===== src/rtl/pipelined_shifter.sv =====
// Pipelined N-bit shifter/rotator (SLL, SRL, SRA, ROL) with valid/ready on both sides.
// Define SHIFTER_STICKY_EN to add the out_sticky port (OR of all bits shifted out).
module pipelined_shifter #(
    parameter int unsigned N           = 32,
    parameter int unsigned PIPE_STAGES = 2
) (
    input  logic                 clk,
    input  logic                 rst_n,
    input  logic                 in_valid,
    output logic                 in_ready,
    input  logic [N-1:0]         in_x,
    input  logic [$clog2(N)-1:0] in_d,
    input  logic [1:0]           in_op,
    output logic                 out_valid,
    input  logic                 out_ready,
`ifdef SHIFTER_STICKY_EN
    output logic                 out_sticky,
`endif
    output logic [N-1:0]         out_z
);
    localparam int unsigned D_WIDTH = $clog2(N);

    // Apply mux levels lo..hi; every level shifts by 2^i < N, so ROL wraps mod N for free.
    function automatic logic [N-1:0] shift_levels(input logic [N-1:0] x, input logic [1:0] op,
                                                  input logic [D_WIDTH-1:0] d, input logic sign,
                                                  input int unsigned lo, input int unsigned hi);
        logic [N-1:0] r;
        int unsigned  s;
        r = x;
        for (int unsigned i = 0; i < D_WIDTH; i++) begin
            s = 32'd1 << i;
            if (i >= lo && i <= hi && d[i]) begin
                case (op)
                    2'b00:   r = r << s;
                    2'b01:   r = r >> s;
                    2'b10:   r = (r >> s) | ({N{sign}} & ~({N{1'b1}} >> s));
                    default: r = (r << s) | (r >> (N - s));
                endcase
            end
        end
        return r;
    endfunction

`ifdef SHIFTER_STICKY_EN
    function automatic logic sticky_levels(input logic [N-1:0] x, input logic [1:0] op,
                                           input logic [D_WIDTH-1:0] d, input logic sign,
                                           input int unsigned lo, input int unsigned hi);
        logic [N-1:0] r;
        logic         st;
        int unsigned  s;
        r  = x;
        st = 1'b0;
        for (int unsigned i = 0; i < D_WIDTH; i++) begin
            s = 32'd1 << i;
            if (i >= lo && i <= hi && d[i]) begin
                case (op)
                    2'b00:        st = st | (|(r >> (N - s)));
                    2'b01, 2'b10: st = st | (|(r << (N - s)));
                    default:      st = st;
                endcase
                r = shift_levels(r, op, d, sign, i, i);
            end
        end
        return st;
    endfunction
`endif

    // Index 0 is the input port, index k+1 is the output of register stage k.
    logic [N-1:0]         st_x    [PIPE_STAGES+1];
    logic [1:0]           st_op   [PIPE_STAGES];
    logic [D_WIDTH-1:0]   st_d    [PIPE_STAGES];
    logic                 st_sign [PIPE_STAGES];
    logic [PIPE_STAGES:0] st_valid;
    logic [PIPE_STAGES:0] rdy;

    assign st_x[0]     = in_x;
    assign st_op[0]    = in_op;
    assign st_d[0]     = in_d;
    assign st_sign[0]  = in_x[N-1];
    assign st_valid[0] = in_valid;
    assign rdy[PIPE_STAGES] = out_ready;
    assign in_ready    = rdy[0];

`ifdef SHIFTER_STICKY_EN
    logic st_sticky [PIPE_STAGES+1];
    assign st_sticky[0] = 1'b0;
`endif

    for (genvar k = 0; k < PIPE_STAGES; k++) begin : g_stage
        localparam int unsigned Lo = (k * D_WIDTH + PIPE_STAGES - 1) / PIPE_STAGES;
        localparam int unsigned Hi = ((k + 1) * D_WIDTH + PIPE_STAGES - 1) / PIPE_STAGES - 1;

        logic         valid_q;
        logic [N-1:0] x_q;
        logic         ld;

        // A stage accepts when empty or when its occupant moves on this cycle.
        assign rdy[k] = !valid_q || rdy[k+1];
        assign ld     = rdy[k] && st_valid[k];

        always_ff @(posedge clk or negedge rst_n) begin
            if (!rst_n) begin
                valid_q <= 1'b0;
                x_q     <= '0;
            end else begin
                if (rdy[k]) valid_q <= st_valid[k];
                if (ld) x_q <= shift_levels(st_x[k], st_op[k], st_d[k], st_sign[k], Lo, Hi);
            end
        end

        assign st_x[k+1]     = x_q;
        assign st_valid[k+1] = valid_q;

        if (k < PIPE_STAGES - 1) begin : g_ctrl
            logic [1:0]         op_q;
            logic [D_WIDTH-1:0] d_q;
            logic               sign_q;

            always_ff @(posedge clk or negedge rst_n) begin
                if (!rst_n) begin
                    op_q   <= '0;
                    d_q    <= '0;
                    sign_q <= 1'b0;
                end else if (ld) begin
                    op_q   <= st_op[k];
                    d_q    <= st_d[k];
                    sign_q <= st_sign[k];
                end
            end

            assign st_op[k+1]   = op_q;
            assign st_d[k+1]    = d_q;
            assign st_sign[k+1] = sign_q;
        end

`ifdef SHIFTER_STICKY_EN
        logic sticky_q;
        always_ff @(posedge clk or negedge rst_n) begin
            if (!rst_n) begin
                sticky_q <= 1'b0;
            end else if (ld) begin
                sticky_q <= st_sticky[k] |
                            sticky_levels(st_x[k], st_op[k], st_d[k], st_sign[k], Lo, Hi);
            end
        end
        assign st_sticky[k+1] = sticky_q;
`endif
    end

    assign out_valid = st_valid[PIPE_STAGES];
    assign out_z     = st_x[PIPE_STAGES];
`ifdef SHIFTER_STICKY_EN
    assign out_sticky = st_sticky[PIPE_STAGES];
`endif

endmodule

===== config.mk =====
export PLATFORM = sky130hd
export DESIGN_NAME = pipelined_shifter
export DESIGN_NICKNAME = d
export VERILOG_FILES = /design/src/rtl/pipelined_shifter.sv
export SDC_FILE = /design/constraint.sdc
export NUM_CORES = 1
export LEC_CHECK = 0
export BUFFER_PORTS_ARGS = -buffer_cell sky130_fd_sc_hd__buf_2
export CAP_MARGIN = 20
export CORE_ASPECT_RATIO = 0.5
export CORE_MARGIN = 2
export CORE_UTILIZATION = 25
export DETAILED_ROUTE_END_ITERATION = 12
export GPL_ROUTABILITY_DRIVEN = 1
export PLACE_DENSITY = 0.5
export SETUP_SLACK_MARGIN = 0.02
export SYNTH_ARGS = -nofsm -noshare
export SYNTH_HDL_FRONTEND = slang
export SYNTH_SLANG_ARGS = --single-unit

===== constraint.sdc =====
create_clock -name clk -period 2.86 [get_ports clk]
set_clock_uncertainty 0.2 [all_clocks]
set_input_delay 0.286 -clock clk [delete_from_list [all_inputs] [get_ports clk]]
set_output_delay 0.286 -clock clk [all_outputs]
set_load 0.01 [all_outputs]

==> results of run 1 <==
## stage by stage
step	area [um^2]	cells	power [mW]	util
2_1_floorplan	7009	938	2.719	-
3_3_place_gp	7839	1336	3.476	0.2835
3_5_place_dp	7846	1337	3.498	0.2837
4_1_cts	8205	1356	4.716	0.2967
5_1_grt	8205	1356	5.020	0.2967
6_report	8205	1356	4.715	0.2967
## cells by family (layout without fill, tap and decap cells)
logic type / Yosys count / in the layout / synth area share
AO/OA/AOI/OAI: 322 / 322 / 0.3142
XOR/XNOR: 4 / 4 / 0.007142
buffers and inverters: 113 / 149 / 0.06962
flip-flops: 71 / 71 / 0.2535
multiplexers: 72 / 72 / 0.1360
AND/OR/NAND/NOR: 356 / 356 / 0.2196
## repair_timing
item / CTS / global route
endpoints found under the hold margin: 27 / 0
setup endpoints to repair: 0 / 0
hold buffers: 3 / 0
## worst register-to-register path: stages, from the launching register on
cell     delay (ns)
dfrtp_1        0.46
xnor2_1        0.83
buf_4          0.30
nand2_1        0.06
a31oi_1        0.30
o22ai_1        0.15
o21ai_0        0.16
## worst max path at each step
stage | start | endpoint | slack, ns | cells after the start
final | g_stage[0].g_ctrl.op_q[0]$_DFFE_PN0P_ | out_z[17]$_DFFE_PN0P_ | 0.29 | 6
after CTS | g_stage[0].g_ctrl.op_q[0]$_DFFE_PN0P_ | out_z[17]$_DFFE_PN0P_ | 0.30 | 6
after global routing | g_stage[0].g_ctrl.op_q[0]$_DFFE_PN0P_ | out_z[17]$_DFFE_PN0P_ | 0.06 | 6
after detailed placement | in_op[1] | g_stage[0].x_q[20]$_DFFE_PN0P_ | 0.14 | 6
after floorplan | in_op[0] | g_stage[0].x_q[10]$_DFFE_PN0P_ | 0.66 | 7
after global placement | in_op[1] | g_stage[0].x_q[20]$_DFFE_PN0P_ | 0.09 | 6
## sequential cells by signal (all words and copies together) (netlist names)
name and flops:
g_stage.g_ctrl.d_q 2, g_stage.g_ctrl.op_q 2, out_valid 1, g_stage.valid_q 1
out_z 32, g_stage.x_q 32, g_stage.g_ctrl.sign_q 1
## layer usage
layer | track usage | vias up
met5 | 0 | -
met4 | 0.05903 | 6
met3 | 0.04386 | 65
met2 | 0.2965 | 440
met1 | 0.2807 | 3752
li1 | - | 3582
## synthesized netlist by cell type, drive strengths merged, types with 22 or more instances
cell and count:
buf 42, a311oi 32, dfrtp 71, mux2i 36, nor2 92, clkbuf 61, a31oi 24, nand2 173
o21ai 61, a211oi 40, nand3 22, a21oi 51
## cells in the final DEF, fill, tap and decap left out, drive strengths merged, types with 3 or more instances in the layout
cell / n
a2111oi: 6
a211o: 4
a211oi: 40
a21o: 3
a21oi: 51
a221oi: 6
a22o: 3
a22oi: 18
a311o: 6
a311oi: 32
a31oi: 24
and3: 10
buf: 120
clkbuf: 14
dfrtp: 71
dlygate4sd3: 3
inv: 9
mux2: 20
mux2i: 36
mux4: 16
nand2: 173
nand2b: 13
nand3: 22
nand3b: 10
nor2: 92
nor2b: 11
nor3: 12
nor4: 3
o2111ai: 3
o211ai: 13
o21a: 3
o21ai: 61
o221ai: 5
o22ai: 21
o31ai: 9
## layout make-up
cell class              instances  area, um^2  area share
clock inverters                 2       35.03    0.004270
clock buffers                  14       294.0     0.03583
repair buffers                123       805.8     0.09820
multi-input cells             754        4777      0.5822
well taps                     382       478.0     0.05825
inverters                      10       37.54    0.004575
flip-flops and latches         71        1778      0.2167
## power by group through the flow
stage	sequential, mW	combinational (mW)	clock (mW)
global placement	1.52	1.95	0
floorplan	1.49	1.23	0
detailed placement	1.54	1.96	0
CTS	1.52	1.97	1.23
finish	1.52	1.99	1.21
global route	1.56	2.19	1.28
==> results.cfg, run 1 <==
[clock_tree]
cts-resized-gates = 0
cts.clk_slew.worst_paths_ns = 0.06
clockBufferDepth = 2
cts_inserted_buffers = 9
clock_latency_ns = 0.34
cts.sinks = 71
cts.htree.levels = 3
tritoncts = done
post-cts-setup-buffer-count = 0
root_buffer = clkbuf_16

[place]
hpwlAfterDp_mm = 21.74
io_buffers = 76
place_ws_ns = 0.1377
gp_congestion = 0.9949

[sta]
hold_ws_ns = 0.01619
setup_violations = 0
min_period_ns = 2.566
rsz0062_at_grt = false
post-route-period-util = 0.8972
hold_viol = 0
worst_pin_slew_ns = 1.021
maxSlewViolCount = 0
worst_slew_margin_rel = 0.3146
setup_ws_ns = 0.2939
max_freq_mhz = 389.7
setup_tns_ns = 0

[drt]
avgRoutedWirePerCell_um = 21.48
wl_met3_mm = 2.942
vias = 7845
routed_wl_mm = 29.13
firstDrtPassIters = 5
antenna_left = 0
wl_met1_mm = 13.02
wl_met2_mm = 12.34
top_layer = met5
vias_per_cell = 5.785
drtIter0Drc = 923
drc_errors = 0

[synthesis]
ys_seq_area_frac = 0.2535
synth_top_area_cell = dfrtp_1
synth_edf_count = 0
ys_ff_latch = 71
yosys.area.top_type_share = 0.2535
yosysUniqueCellTypes = 62
yosys-top-cells-area = dfrtp_1, nand2_1, mux2i_1
syn_nets = 981
synth_cells = 938
synth-main-ff-cell = dfrtp_1
yosys_warnings = 0
syn-cell-area_um2 = 7009
async_flop_share = 1.000
synth.avg_cell_area_um2 = 7.473

[hold_path]
min_to = g_stage[0].valid_q$_DFFE_PN0N_
hp-class = in2reg
hp-start = in_valid
hold_depth = 2

[global_route]
grtUsageTotal = 0.1970
antenna_found_initial = 3
first_global_vias = 7077
grt_max_degree = 82
grt_pass1_wl_mm = 44.87
grt-ovfl-total = 0

[power]
seqPwrFrac = 0.322
p_sw_mw = 1.910
power.share.combinational = 0.422
ir_worst_vdd_mv = 0.2901
p_int_mw = 2.805
power_density_nw_per_um2 = 574.6
leakagePower_nw = 3.314
power.switching_fraction = 0.4051
pwr-share-clk = 0.256

[setup_path]
crit_arrival_ns = 2.61
r2r-end = out_z[17]$_DFFE_PN0P_
crit_fanout = 11
critPathSlowestCell = xnor2_1
rrSetupSlack_ns = 0.29
critical_path.endpoint_type = flop
r2r-start = g_stage[0].g_ctrl.op_q[0]$_DFFE_PN0P_
critPathKind = reg2reg
critPathBufInv = 1
crit_required_ns = 2.90
crit_path_cell_trace = xnor2_1 > buf_4 > nand2_1 > a31oi_1 > o22ai_1 > o21ai_0
critical_path.top_delay_family = XOR/XNOR gates
start_kind = flop
rr_worst_depth = 6
slowest_delay_ns = 0.83

[floorplan]
dieArea_um2 = 29470
io_pins = 77
initial_core_util = 0.2535
die_w_um = 240.8
core_um2 = 27650
die_h_um = 122.4
std_cell_rows = 43

[job]
max_cap_violations = 0

[cells_and_area]
syn2layout_area_growth_pct = 17.07
fill_cells = 3024
nets = 1012
final_layout_size_suffix_gt1_frac = 0.1848
antenna_cells = 0

[status]
status = completed
Note: power is estimated with default switching activity, not from simulation.
==> inputs of run 2 (changes only) <==
--- a/config.mk
+++ b/config.mk
@@ -10,6 +10,7 @@
 export CORE_ASPECT_RATIO = 0.5
 export CORE_MARGIN = 2
 export CORE_UTILIZATION = 25
+export CTS_BUF_LIST = sky130_fd_sc_hd__clkbuf_16
 export DETAILED_ROUTE_END_ITERATION = 12
 export GPL_ROUTABILITY_DRIVEN = 1
 export PLACE_DENSITY = 0.5
==> run 2 against run 1 <==
- maximum frequency grew 0.25%
- sequential power about the same
- via count rose by 0.18%
- sequential cell count unchanged
- clock-buffer cell count decreased by 5
- clock power shrank 12%
- non-clock buffer count did not move
- largest cell class unchanged
- register-to-register slack barely moved
- global-route usage is essentially flat
- design area fell by 0.61%
==> results.cfg, run 2 (synthesized netlist as in run 1, its figures left out) <==
[setup_path]
critPathKind = reg2reg
crit_arrival_ns = 2.60
crit_required_ns = 2.90
start_kind = flop
critical_path.endpoint_type = flop
crit_fanout = 11

[drt]
vias = 7859
wl_met2_mm = 12.36
routed_wl_mm = 29.15
wl_met1_mm = 12.91
firstDrtPassIters = 5
top_layer = met5
avgRoutedWirePerCell_um = 21.49
drtIter0Drc = 895
vias_per_cell = 5.796
wl_met3_mm = 3.056
antenna_left = 0
drc_errors = 0

[cells_and_area]
nets = 1012
antenna_cells = 0
syn2layout_area_growth_pct = 16.35
final_common_cell = nand2_1
fill_cells = 3032
final_cell_mix = nand2_1, nor2_1, buf_2
stdcell_area_um2 = 8155
final_layout_size_suffix_gt1_frac = 0.1797

[clock_tree]
cts.sinks = 71
cts_inserted_buffers = 9
root_buffer = clkbuf_16
clockBufferDepth = 2
post-cts-setup-buffer-count = 0
clock_latency_ns = 0.34
cts.clk_slew.worst_paths_ns = 0.06
cts.hold.buffers_added = 3
cts-resized-gates = 0
tritoncts = done
cts.htree.levels = 3

[global_route]
first_global_vias = 7069
grtUsageTotal = 0.1973
grt_max_degree = 82
grt-ovfl-total = 0
antenna_found_initial = 3
grt_pass1_wl_mm = 44.93

[sta]
rsz0062_at_grt = false
worst_slew_margin_rel = 0.3094
post-route-period-util = 0.8950
max_freq_mhz = 390.7
min_period_ns = 2.560
maxSlewViolCount = 0
setup_violations = 0
setup_tns_ns = 0
hold_ws_ns = 0.02153
hold_viol = 0
worst_pin_slew_ns = 1.028

[status]
status = completed

[power]
power_density_nw_per_um2 = 561.3
power.share.combinational = 0.435
power.switching_fraction = 0.4167
seqPwrFrac = 0.332
ir_worst_vdd_mv = 0.2881
pwr-share-clk = 0.234
p_int_mw = 2.670
p_sw_mw = 1.908
leakagePower_nw = 3.286

[place]
placed_area_um2 = 7846
gp_congestion = 0.9949
hpwlAfterDp_mm = 21.74
io_buffers = 76

[floorplan]
dieArea_um2 = 29470
core_um2 = 27650
die_w_um = 240.8
initial_core_util = 0.2535
io_pins = 77
die_h_um = 122.4
std_cell_rows = 43

[job]
max_cap_violations = 0

[hold_path]
hp-class = in2reg
run 2: cell types whose count changed in the layout (fill, tap and decap cells not counted):
cell      previous run  this run
clkbuf_8             5         0
clkinv_1             1         6
run 2: final cells by class:
cell class,instances,area (um^2),area share
repair buffers,123,805.8,0.09880
clock inverters,7,53.80,0.006597
clock buffers,9,225.2,0.02762
well taps,382,478.0,0.05861
flip-flops and latches,71,1778,0.2180
multi-input cells,754,4777,0.5858
inverters,10,37.54,0.004603
run 2: worst paths after layout:
check	startpoint	to	slack, ns	cells after the start
worst max-delay path	g_stage[0].g_ctrl.op_q[0]$_DFFE_PN0P_	out_z[17]$_DFFE_PN0P_	0.30	6
worst min register to register	out_z[27]$_DFFE_PN0P_	out_z[27]$_DFFE_PN0P_	0.27	2
worst max register to register	g_stage[0].g_ctrl.op_q[0]$_DFFE_PN0P_	out_z[17]$_DFFE_PN0P_	0.30	6
max in group asynchronous	rst_n	g_stage[0].x_q[30]$_DFFE_PN0P_	1.50	3
worst min-delay path	in_valid	g_stage[0].valid_q$_DFFE_PN0N_	0.02	2
min in group asynchronous	rst_n	out_z[27]$_DFFE_PN0P_	0.30	2
run 2: power groups by stage:
stage / Sequential, mW / Combinational (mW) / Clock [mW]
floorplan: 1.49 / 1.23 / 0
global placement: 1.52 / 1.95 / 0
detailed placement: 1.54 / 1.96 / 0
CTS: 1.52 / 1.97 / 1.09
global route: 1.56 / 2.19 / 1.14
finish: 1.52 / 1.99 / 1.07
run 2: worst max-delay path, cell delays in order (launching register included):
cell and delay [ns]:
dfrtp_1 0.46, xnor2_1 0.84, buf_4 0.29, nand2_1 0.06, a31oi_1 0.29, o22ai_1 0.15
o21ai_0 0.17
run 2: metal layers:
layer / up-vias / global-route usage
met4: 6 / 0.05864
met5: - / 0
met3: 67 / 0.04453
met2: 491 / 0.2970
li1: 3585 / -
met1: 3710 / 0.2810
run 2: stage by stage:
stage,worst slack [ns],power [mW],instances,utilization
finish,0.3002,4.578,1356,0.2949
global route,0.05967,4.883,1356,0.2949
CTS,0.2952,4.578,1356,0.2949
detailed placement,0.1377,3.498,1337,0.2837
global placement,0.09175,3.476,1336,0.2835
floorplan,0.6559,2.719,938,-
